`config.mk`:
```
export PLATFORM = sky130hd
export DESIGN_NAME = dca_matrix_register_sequencer
export DESIGN_NICKNAME = d
export VERILOG_FILES = /design/src/rtl/dca_matrix_seq_pkg.sv /design/src/rtl/dca_matrix_seq_row_counter.sv /design/src/rtl/dca_matrix_register_sequencer.sv
export SDC_FILE = /design/constraint.sdc
export NUM_CORES = 1
export LEC_CHECK = 0
export ABC_CLOCK_PERIOD_IN_PS = 1600
export CELL_PAD_IN_SITES_DETAIL_PLACEMENT = 0
export CELL_PAD_IN_SITES_GLOBAL_PLACEMENT = 1
export CORE_AREA = 2 2 402 404
export CTS_BUF_LIST = sky130_fd_sc_hd__clkbuf_8
export CTS_CLUSTER_DIAMETER = 150
export DETAILED_ROUTE_END_ITERATION = 10
export DIE_AREA = 0 0 404 406
export GPL_TIMING_DRIVEN = 0
export PLACE_DENSITY = 0.38
export SYNTH_ARGS = -nofsm -noshare
export SYNTH_HDL_FRONTEND = slang
export SYNTH_SLANG_ARGS = --single-unit
export TNS_END_PERCENT = 20
```
`constraint.sdc`:
```
create_clock -name clk -period 1.6 [get_ports clk]
set_input_delay 0.16 -clock clk [delete_from_list [all_inputs] [get_ports clk]]
set_output_delay 0.16 -clock clk [all_outputs]
set_load 0.005 [all_outputs]
```
`src/rtl/dca_matrix_seq_pkg.sv`:
```
// rtl/dca_matrix_seq_pkg.sv - shared op/state encodings and row-counter width for the matrix register sequencer
package dca_matrix_seq_pkg;

    // Matrix dimension of the default type-1 register configuration.
    localparam int DCA_MSEQ_MATRIX_NUM_ROW = 8;

    typedef enum logic [1:0] {
        DCA_MSEQ_OP_LOAD             = 2'd0,
        DCA_MSEQ_OP_STORE            = 2'd1,
        DCA_MSEQ_OP_LOAD_XPOSE_STORE = 2'd2,
        DCA_MSEQ_OP_XPOSE            = 2'd3
    } dca_mseq_op_e;

    typedef enum logic [2:0] {
        DCA_MSEQ_ST_IDLE  = 3'd0,
        DCA_MSEQ_ST_INIT  = 3'd1,
        DCA_MSEQ_ST_LOAD  = 3'd2,
        DCA_MSEQ_ST_PAD   = 3'd3,
        DCA_MSEQ_ST_XPOSE = 3'd4,
        DCA_MSEQ_ST_DRAIN = 3'd5,
        DCA_MSEQ_ST_DONE  = 3'd6
    } dca_mseq_state_e;

    // Counter must hold the value N itself, hence N+1 codes.
    function automatic int row_cnt_bw(input int n);
        return $clog2(n + 1);
    endfunction

    localparam int BW_ROW_CNT = row_cnt_bw(DCA_MSEQ_MATRIX_NUM_ROW);

endpackage

```
`src/rtl/dca_matrix_seq_row_counter.sv`:
```
// rtl/dca_matrix_seq_row_counter.sv - clear/increment row counter with terminal-count flag
module dca_matrix_seq_row_counter #(
    parameter int BW = 4
) (
    input  logic          clk,
    input  logic          rst,
    input  logic          clr,
    input  logic          inc,
    input  logic [BW-1:0] limit,
    output logic [BW-1:0] cnt,
    output logic          last
);

    logic [BW-1:0] cnt_q;
    logic [BW-1:0] cnt_d;

    always_comb begin
        cnt_d = cnt_q;
        if (clr) begin
            cnt_d = '0;
        end else if (inc) begin
            cnt_d = cnt_q + BW'(1);
        end
    end

    always_ff @(posedge clk or posedge rst) begin
        if (rst) begin
            cnt_q <= '0;
        end else begin
            cnt_q <= cnt_d;
        end
    end

    assign cnt  = cnt_q;
    // True while the row being handled now is the final one before limit.
    assign last = ((cnt_q + BW'(1)) == limit);

endmodule

```
`src/rtl/dca_matrix_register_sequencer.sv`:
```
// rtl/dca_matrix_register_sequencer.sv - command sequencer for DCA matrix register load/transpose/drain, optional DCA_MATRIX_SEQ_ZERO_PAD_EN
module dca_matrix_register_sequencer
    import dca_matrix_seq_pkg::*;
#(
    parameter  int MATRIX_SIZE_PARA = 8,
    parameter  int BW_TENSOR_SCALAR = 32,
    localparam int BW_TENSOR_ROW    = MATRIX_SIZE_PARA * BW_TENSOR_SCALAR,
    localparam int BW_ROW_CNT_L     = row_cnt_bw(MATRIX_SIZE_PARA)
) (
    input  logic                     clk,
    input  logic                     rst,
    input  logic                     cmd_valid,
    output logic                     cmd_ready,
    input  logic [1:0]               cmd_op,
    input  logic [BW_ROW_CNT_L-1:0]  cmd_num_rows,
    input  logic                     cmd_init,
    input  logic                     in_valid,
    output logic                     in_ready,
    input  logic [BW_TENSOR_ROW-1:0] in_data,
    output logic                     out_valid,
    input  logic                     out_ready,
    output logic [BW_TENSOR_ROW-1:0] out_data,
    output logic                     reg_init,
    output logic                     reg_move_wenable,
    output logic [BW_TENSOR_ROW-1:0] reg_move_wdata_list,
    output logic                     reg_move_renable,
    input  logic [BW_TENSOR_ROW-1:0] reg_move_rdata_list,
    output logic                     reg_transpose,
    output logic                     busy,
    output logic                     done
);

    localparam logic [BW_ROW_CNT_L-1:0] N_CNT = BW_ROW_CNT_L'(MATRIX_SIZE_PARA);

    dca_mseq_state_e          state_q, state_d;
    dca_mseq_op_e             op_q, op_d;
    logic [BW_ROW_CNT_L-1:0]  num_rows_q, num_rows_d;
    logic [BW_ROW_CNT_L-1:0]  num_rows_cmd;
    logic [BW_ROW_CNT_L-1:0]  cnt_limit;
    logic [BW_ROW_CNT_L-1:0]  row_cnt;
    logic                     cnt_clr;
    logic                     cnt_inc;
    logic                     cnt_last;
    logic                     pad_needed;

`ifdef DCA_MATRIX_SEQ_ZERO_PAD_EN
    // Zero or out-of-range row counts fall back to a full matrix.
    assign num_rows_cmd = ((cmd_num_rows == '0) || (cmd_num_rows > N_CNT)) ? N_CNT : cmd_num_rows;
    assign pad_needed   = (num_rows_q != N_CNT);
`else
    logic unused_num_rows;
    assign unused_num_rows = ^cmd_num_rows;
    assign num_rows_cmd    = N_CNT;
    assign pad_needed      = 1'b0;
`endif

    // LOAD stops at the stream row count; PAD and DRAIN always run up to N.
    assign cnt_limit = (state_q == DCA_MSEQ_ST_LOAD) ? num_rows_q : N_CNT;
    assign cnt_inc   = ((state_q == DCA_MSEQ_ST_LOAD) && in_valid)
                     || (state_q == DCA_MSEQ_ST_PAD)
                     || ((state_q == DCA_MSEQ_ST_DRAIN) && out_ready);
    assign cnt_clr   = ((state_d == DCA_MSEQ_ST_LOAD)  && (state_q != DCA_MSEQ_ST_LOAD))
                     || ((state_d == DCA_MSEQ_ST_DRAIN) && (state_q != DCA_MSEQ_ST_DRAIN));

    dca_matrix_seq_row_counter #(
        .BW (BW_ROW_CNT_L)
    ) u_row_counter (
        .clk   (clk),
        .rst   (rst),
        .clr   (cnt_clr),
        .inc   (cnt_inc),
        .limit (cnt_limit),
        .cnt   (row_cnt),
        .last  (cnt_last)
    );

    always_comb begin
        state_d             = state_q;
        op_d                = op_q;
        num_rows_d          = num_rows_q;
        cmd_ready           = 1'b0;
        in_ready            = 1'b0;
        out_valid           = 1'b0;
        reg_init            = 1'b0;
        reg_move_wenable    = 1'b0;
        reg_move_wdata_list = '0;
        reg_move_renable    = 1'b0;
        reg_transpose       = 1'b0;
        done                = 1'b0;

        case (state_q)
            DCA_MSEQ_ST_IDLE: begin
                cmd_ready = 1'b1;
                if (cmd_valid) begin
                    op_d       = dca_mseq_op_e'(cmd_op);
                    num_rows_d = num_rows_cmd;
                    case (dca_mseq_op_e'(cmd_op))
                        DCA_MSEQ_OP_STORE: state_d = DCA_MSEQ_ST_DRAIN;
                        DCA_MSEQ_OP_XPOSE: state_d = DCA_MSEQ_ST_XPOSE;
                        default:           state_d = cmd_init ? DCA_MSEQ_ST_INIT : DCA_MSEQ_ST_LOAD;
                    endcase
                end
            end
            DCA_MSEQ_ST_INIT: begin
                reg_init = 1'b1;
                state_d  = DCA_MSEQ_ST_LOAD;
            end
            DCA_MSEQ_ST_LOAD: begin
                in_ready            = 1'b1;
                reg_move_wenable    = in_valid;
                reg_move_wdata_list = in_data;
                if (in_valid && cnt_last) begin
                    if (pad_needed) begin
                        state_d = DCA_MSEQ_ST_PAD;
                    end else if (op_q == DCA_MSEQ_OP_LOAD_XPOSE_STORE) begin
                        state_d = DCA_MSEQ_ST_XPOSE;
                    end else begin
                        state_d = DCA_MSEQ_ST_DONE;
                    end
                end
            end
            DCA_MSEQ_ST_PAD: begin
                // Zero rows push the short stream up so it still ends at row 0.
                reg_move_wenable = 1'b1;
                if (cnt_last) begin
                    state_d = (op_q == DCA_MSEQ_OP_LOAD_XPOSE_STORE) ? DCA_MSEQ_ST_XPOSE : DCA_MSEQ_ST_DONE;
                end
            end
            DCA_MSEQ_ST_XPOSE: begin
                reg_transpose = 1'b1;
                state_d = (op_q == DCA_MSEQ_OP_LOAD_XPOSE_STORE) ? DCA_MSEQ_ST_DRAIN : DCA_MSEQ_ST_DONE;
            end
            DCA_MSEQ_ST_DRAIN: begin
                out_valid        = 1'b1;
                reg_move_renable = out_ready;
                if (out_ready && cnt_last) begin
                    state_d = DCA_MSEQ_ST_DONE;
                end
            end
            DCA_MSEQ_ST_DONE: begin
                done    = 1'b1;
                state_d = DCA_MSEQ_ST_IDLE;
            end
            default: begin
                state_d = DCA_MSEQ_ST_IDLE;
            end
        endcase
    end

    always_ff @(posedge clk or posedge rst) begin
        if (rst) begin
            state_q    <= DCA_MSEQ_ST_IDLE;
            op_q       <= DCA_MSEQ_OP_LOAD;
            num_rows_q <= N_CNT;
        end else begin
            state_q    <= state_d;
            op_q       <= op_d;
            num_rows_q <= num_rows_d;
        end
    end

    assign out_data = reg_move_rdata_list;
    assign busy     = (state_q != DCA_MSEQ_ST_IDLE);

endmodule
```
==> results of run 1 <==
[per-stage QoR]
| stage | area [µm²] | utilization |
|---|---|---|
| 3_3_place_gp | 14800 | 0.0926 |
| 2_1_floorplan | 4330 | - |
| 5_1_grt | 15700 | 0.0985 |
| 3_5_place_dp | 14800 | 0.0926 |
| 4_1_cts | 15400 | 0.0965 |
| 6_report | 15700 | 0.0986 |
[layout by cell type, fill, tap and decap left out, drive strengths merged, types with 2 or more instances in the layout]
master,netlist,routed
a21oi,6,6
and2,258,258
buf,259,462
clkbuf,26,87
clkdlybuf4s15,0,6
clkdlybuf4s50,0,523
dfrtp,9,9
diode,0,7
dlygate4sd2,0,9
dlymetal6s2s,0,23
ha,2,2
inv,3,4
nand2,10,10
nand2b,3,3
nand3,2,2
nand3b,2,2
nor2,9,9
nor2b,2,2
nor3b,2,2
o21ai,7,7
xnor2,3,3
[cells by family after synthesis]
group                    Yosys count
AO/OA/AOI/OAI                     19
flip-flops                         9
AND/OR/NAND/NOR                  293
buffers and inverters            289
XOR/XNOR                           3
adder cells (fa/ha/maj)            2
multiplexers                       1
[cell type report]
cell class                 count  area, µm²
buffer                       282       2380
clock buffer                   3       41.3
antenna                        7       17.5
clock inverter                 1       3.75
multi-input combinational    318       2330
timing repair buffer         825       8110
sequential                     9        228
tap                         2086       2610
fill                       18500     144000
inverter                       4       16.3
[metal layers]
metal | routed length, µm | vias to the layer above
li1 | - | 3276
met1 | 31300 | 3303
met2 | 39900 | 491
met3 | 7810 | 57
met4 | 361 | 22
met5 | 144 | -
[worst paths after layout]
check | to | depth (start not counted)
setup / recovery | reg_move_wdata_list[172] | 9
hold / removal | u_row_counter.cnt[2] | 2
setup reg to reg | u_row_counter.cnt[0] | 6
hold reg to reg | op_q[0] | 2
max in group asynchronous | state_q[1] | 2
min in group clk | op_q[0] | 2
[registers in the layout (all words and copies together) (netlist names)]
signal and count:
u_row_counter.cnt 4, state_q 3, op_q 2
[what timing repair did]
item,in CTS,in global routing
pin swaps,20,44
setup endpoints to repair,269,270
hold buffers,0,0
gates cloned,1,6
gates resized for setup,704,671
buffers inserted,15,20
[power by group through the flow]
stage | combinational, W | clock, W | sequential (W)
4_1_cts | 0.0210 | 0.000272 | 0.000434
3_3_place_gp | 0.0190 | 0 | 0.000461
2_1_floorplan | 0.00499 | 0 | 0.000424
3_5_place_dp | 0.0188 | 0 | 0.000460
6_report | 0.0224 | 0.000266 | 0.000432
5_1_grt | 0.0240 | 0.000288 | 0.000447
[Yosys cell counts (all sizes together)]
cell    instances
and3            1
nand3b          2
dfrtp           9
o221ai          1
o22a            1
o22ai           1
nand2b          3
and2b           1
a31oi           1
nand3           2
nor2b           2
nor2            9
and2          258
a21oi           6
o31a            1
nor3b           2
nand4           1
and3b           1
buf           259
clkbuf         26
ha              2
a21boi          1
or3             1
clkinv          1
mux2            1
xnor2           3
nand2          10
inv             3
o21ai           7
==> results.tsv, run 1 <==
metric	value	unit
status	finished, violations left	
violations	negative setup slack	
ioPinCount	1045	
clkLatencyLatePin	0.23	ns
worst_pin_slew	0.435	ns
avgSynthCellArea	7.03	µm²
p_total	0.0231	W
power_density	1470	nW/µm²
htree_levels	1	
ff2ff_setup_slack	-0.05	ns
gr-total-overflow	0	
post-place-ws	-1.87	ns
firstDrtPassIters	4	
hp-class	in2async	
routedWlPerCell	22.5	µm
design.die.area	164000	µm²
synthAdderAreaFrac	0.00578	
max_stage_delay	0.40	ns
p_sw_frac	0.450	
die_y	406	µm
final_cells	3535	
synth-seq-area-share	0.0520	
synth_top_family_by_area	buffers and inverters	
clk_pin_slew	0.05	ns
cts.path.max_buffers	2	
fmax	0.495	GHz
hold_viol	0	
drc_errors	0	
yosys.area_share.simple	0.419	
pwr-share-seq	0.019	
whs	0.207	ns
wirelength	79500	µm
p_leak	6.60	nW
period_minus_slack	2.02	ns
worstSetupEndpointType	primary output	
critPathMostFrequentCell	buf_12	
synth-compound-area-share	0.0324	
via_per_inst	2.02	
synthMuxAreaShare	0.00347	
hpwl	74600	µm
core_area	160000	µm²
grt_pass1_wl	92500	µm
crit_buf_inv	6	
yosys.area.top_type	buf_4	
slew_headroom	0.709	
power_switching	0.0104	W
drv_cap	0	
drt_iter0_markers	161	
pwr-share-clk	0.012	
crit_required	1.44	ns
fin_ws	-0.421	ns
ant_nets	0	
grt_max_degree	11	
cts_tree	built	
ys_ff_latch	9	
yosysTopAreaCellShare	0.447	
synth_xor_area_frac	0.00607	
finalNetCount	1969	
cp-start-kind	register	
use_met2	0.159	
skew	0.00207	ns
placementRows	147	
port_buffers	784	
met3_usage	0.0325	
dr_total_vias	7149	
path_max_fanout	6	
p_int	0.0127	W
placed_cells_incl_taps	3486	
clock_sinks	9	
syn_nets	1142	
synth_cell_types	37	
fin_setup_tns	-69.44	ns
antenna_found_initial	43	
syn_inst	616	
reg2reg_from	state_q[1]	
area_growth	263	%
drive_gt1_frac	0.481	
slowest_stage	dfrtp_2	
gp_congestion	0.828	
cts_root_buf	clkbuf_8	
synthTopCellsByArea	buf_4 45%, and2_1 37%, dfrtp_1 5.2%	
grt_pass1_vias	7175	
die_width	404	µm
setup_violations	266	
crit_arrival	1.86	ns
path_cells	nand2b_4 -> nor2_4 -> buf_12 -> buf_12 -> buf_12 -> buf_8 -> buf_6 -> and2_4 -> buf_6	
start_util	0.0271	
gr-usage-met1	0.107	
grt_use_total	0.0895	
maxSlewViolCount	0	
cts-buffers-inserted	3	
ys.warnings.count	0	
startpoint	state_q[2]	
critPathTopFamily	buffers and inverters	
finalCritPeriodShare	1.26	
ir_drop	0.466	mV
p_comb_frac	0.970	
busiest_layer	met2	
syn_area	4330	µm²
critical_path_class	reg2out	
rsz0062_at_grt	yes	
No activity file was read; power rests on OpenSTA's default activity.
==> run 2: changes to the inputs <==
--- a/config.mk
+++ b/config.mk
@@ -5,7 +5,6 @@
 export SDC_FILE = /design/constraint.sdc
 export NUM_CORES = 1
 export LEC_CHECK = 0
-export ABC_CLOCK_PERIOD_IN_PS = 1600
 export CELL_PAD_IN_SITES_DETAIL_PLACEMENT = 0
 export CELL_PAD_IN_SITES_GLOBAL_PLACEMENT = 1
 export CORE_AREA = 2 2 402 404
==> results of run 2 <==
The final DEF is identical to that of run 1; final timing and power are the same.
==> run 3: changes to the inputs <==
--- a/config.mk
+++ b/config.mk
@@ -13,6 +13,7 @@
 export DETAILED_ROUTE_END_ITERATION = 10
 export DIE_AREA = 0 0 404 406
 export GPL_TIMING_DRIVEN = 0
+export HOLD_SLACK_MARGIN = 0.03
 export PLACE_DENSITY = 0.38
 export SYNTH_ARGS = -nofsm -noshare
 export SYNTH_HDL_FRONTEND = slang
==> results of run 3 <==
The final DEF is identical to that of run 1; final timing and power are the same.
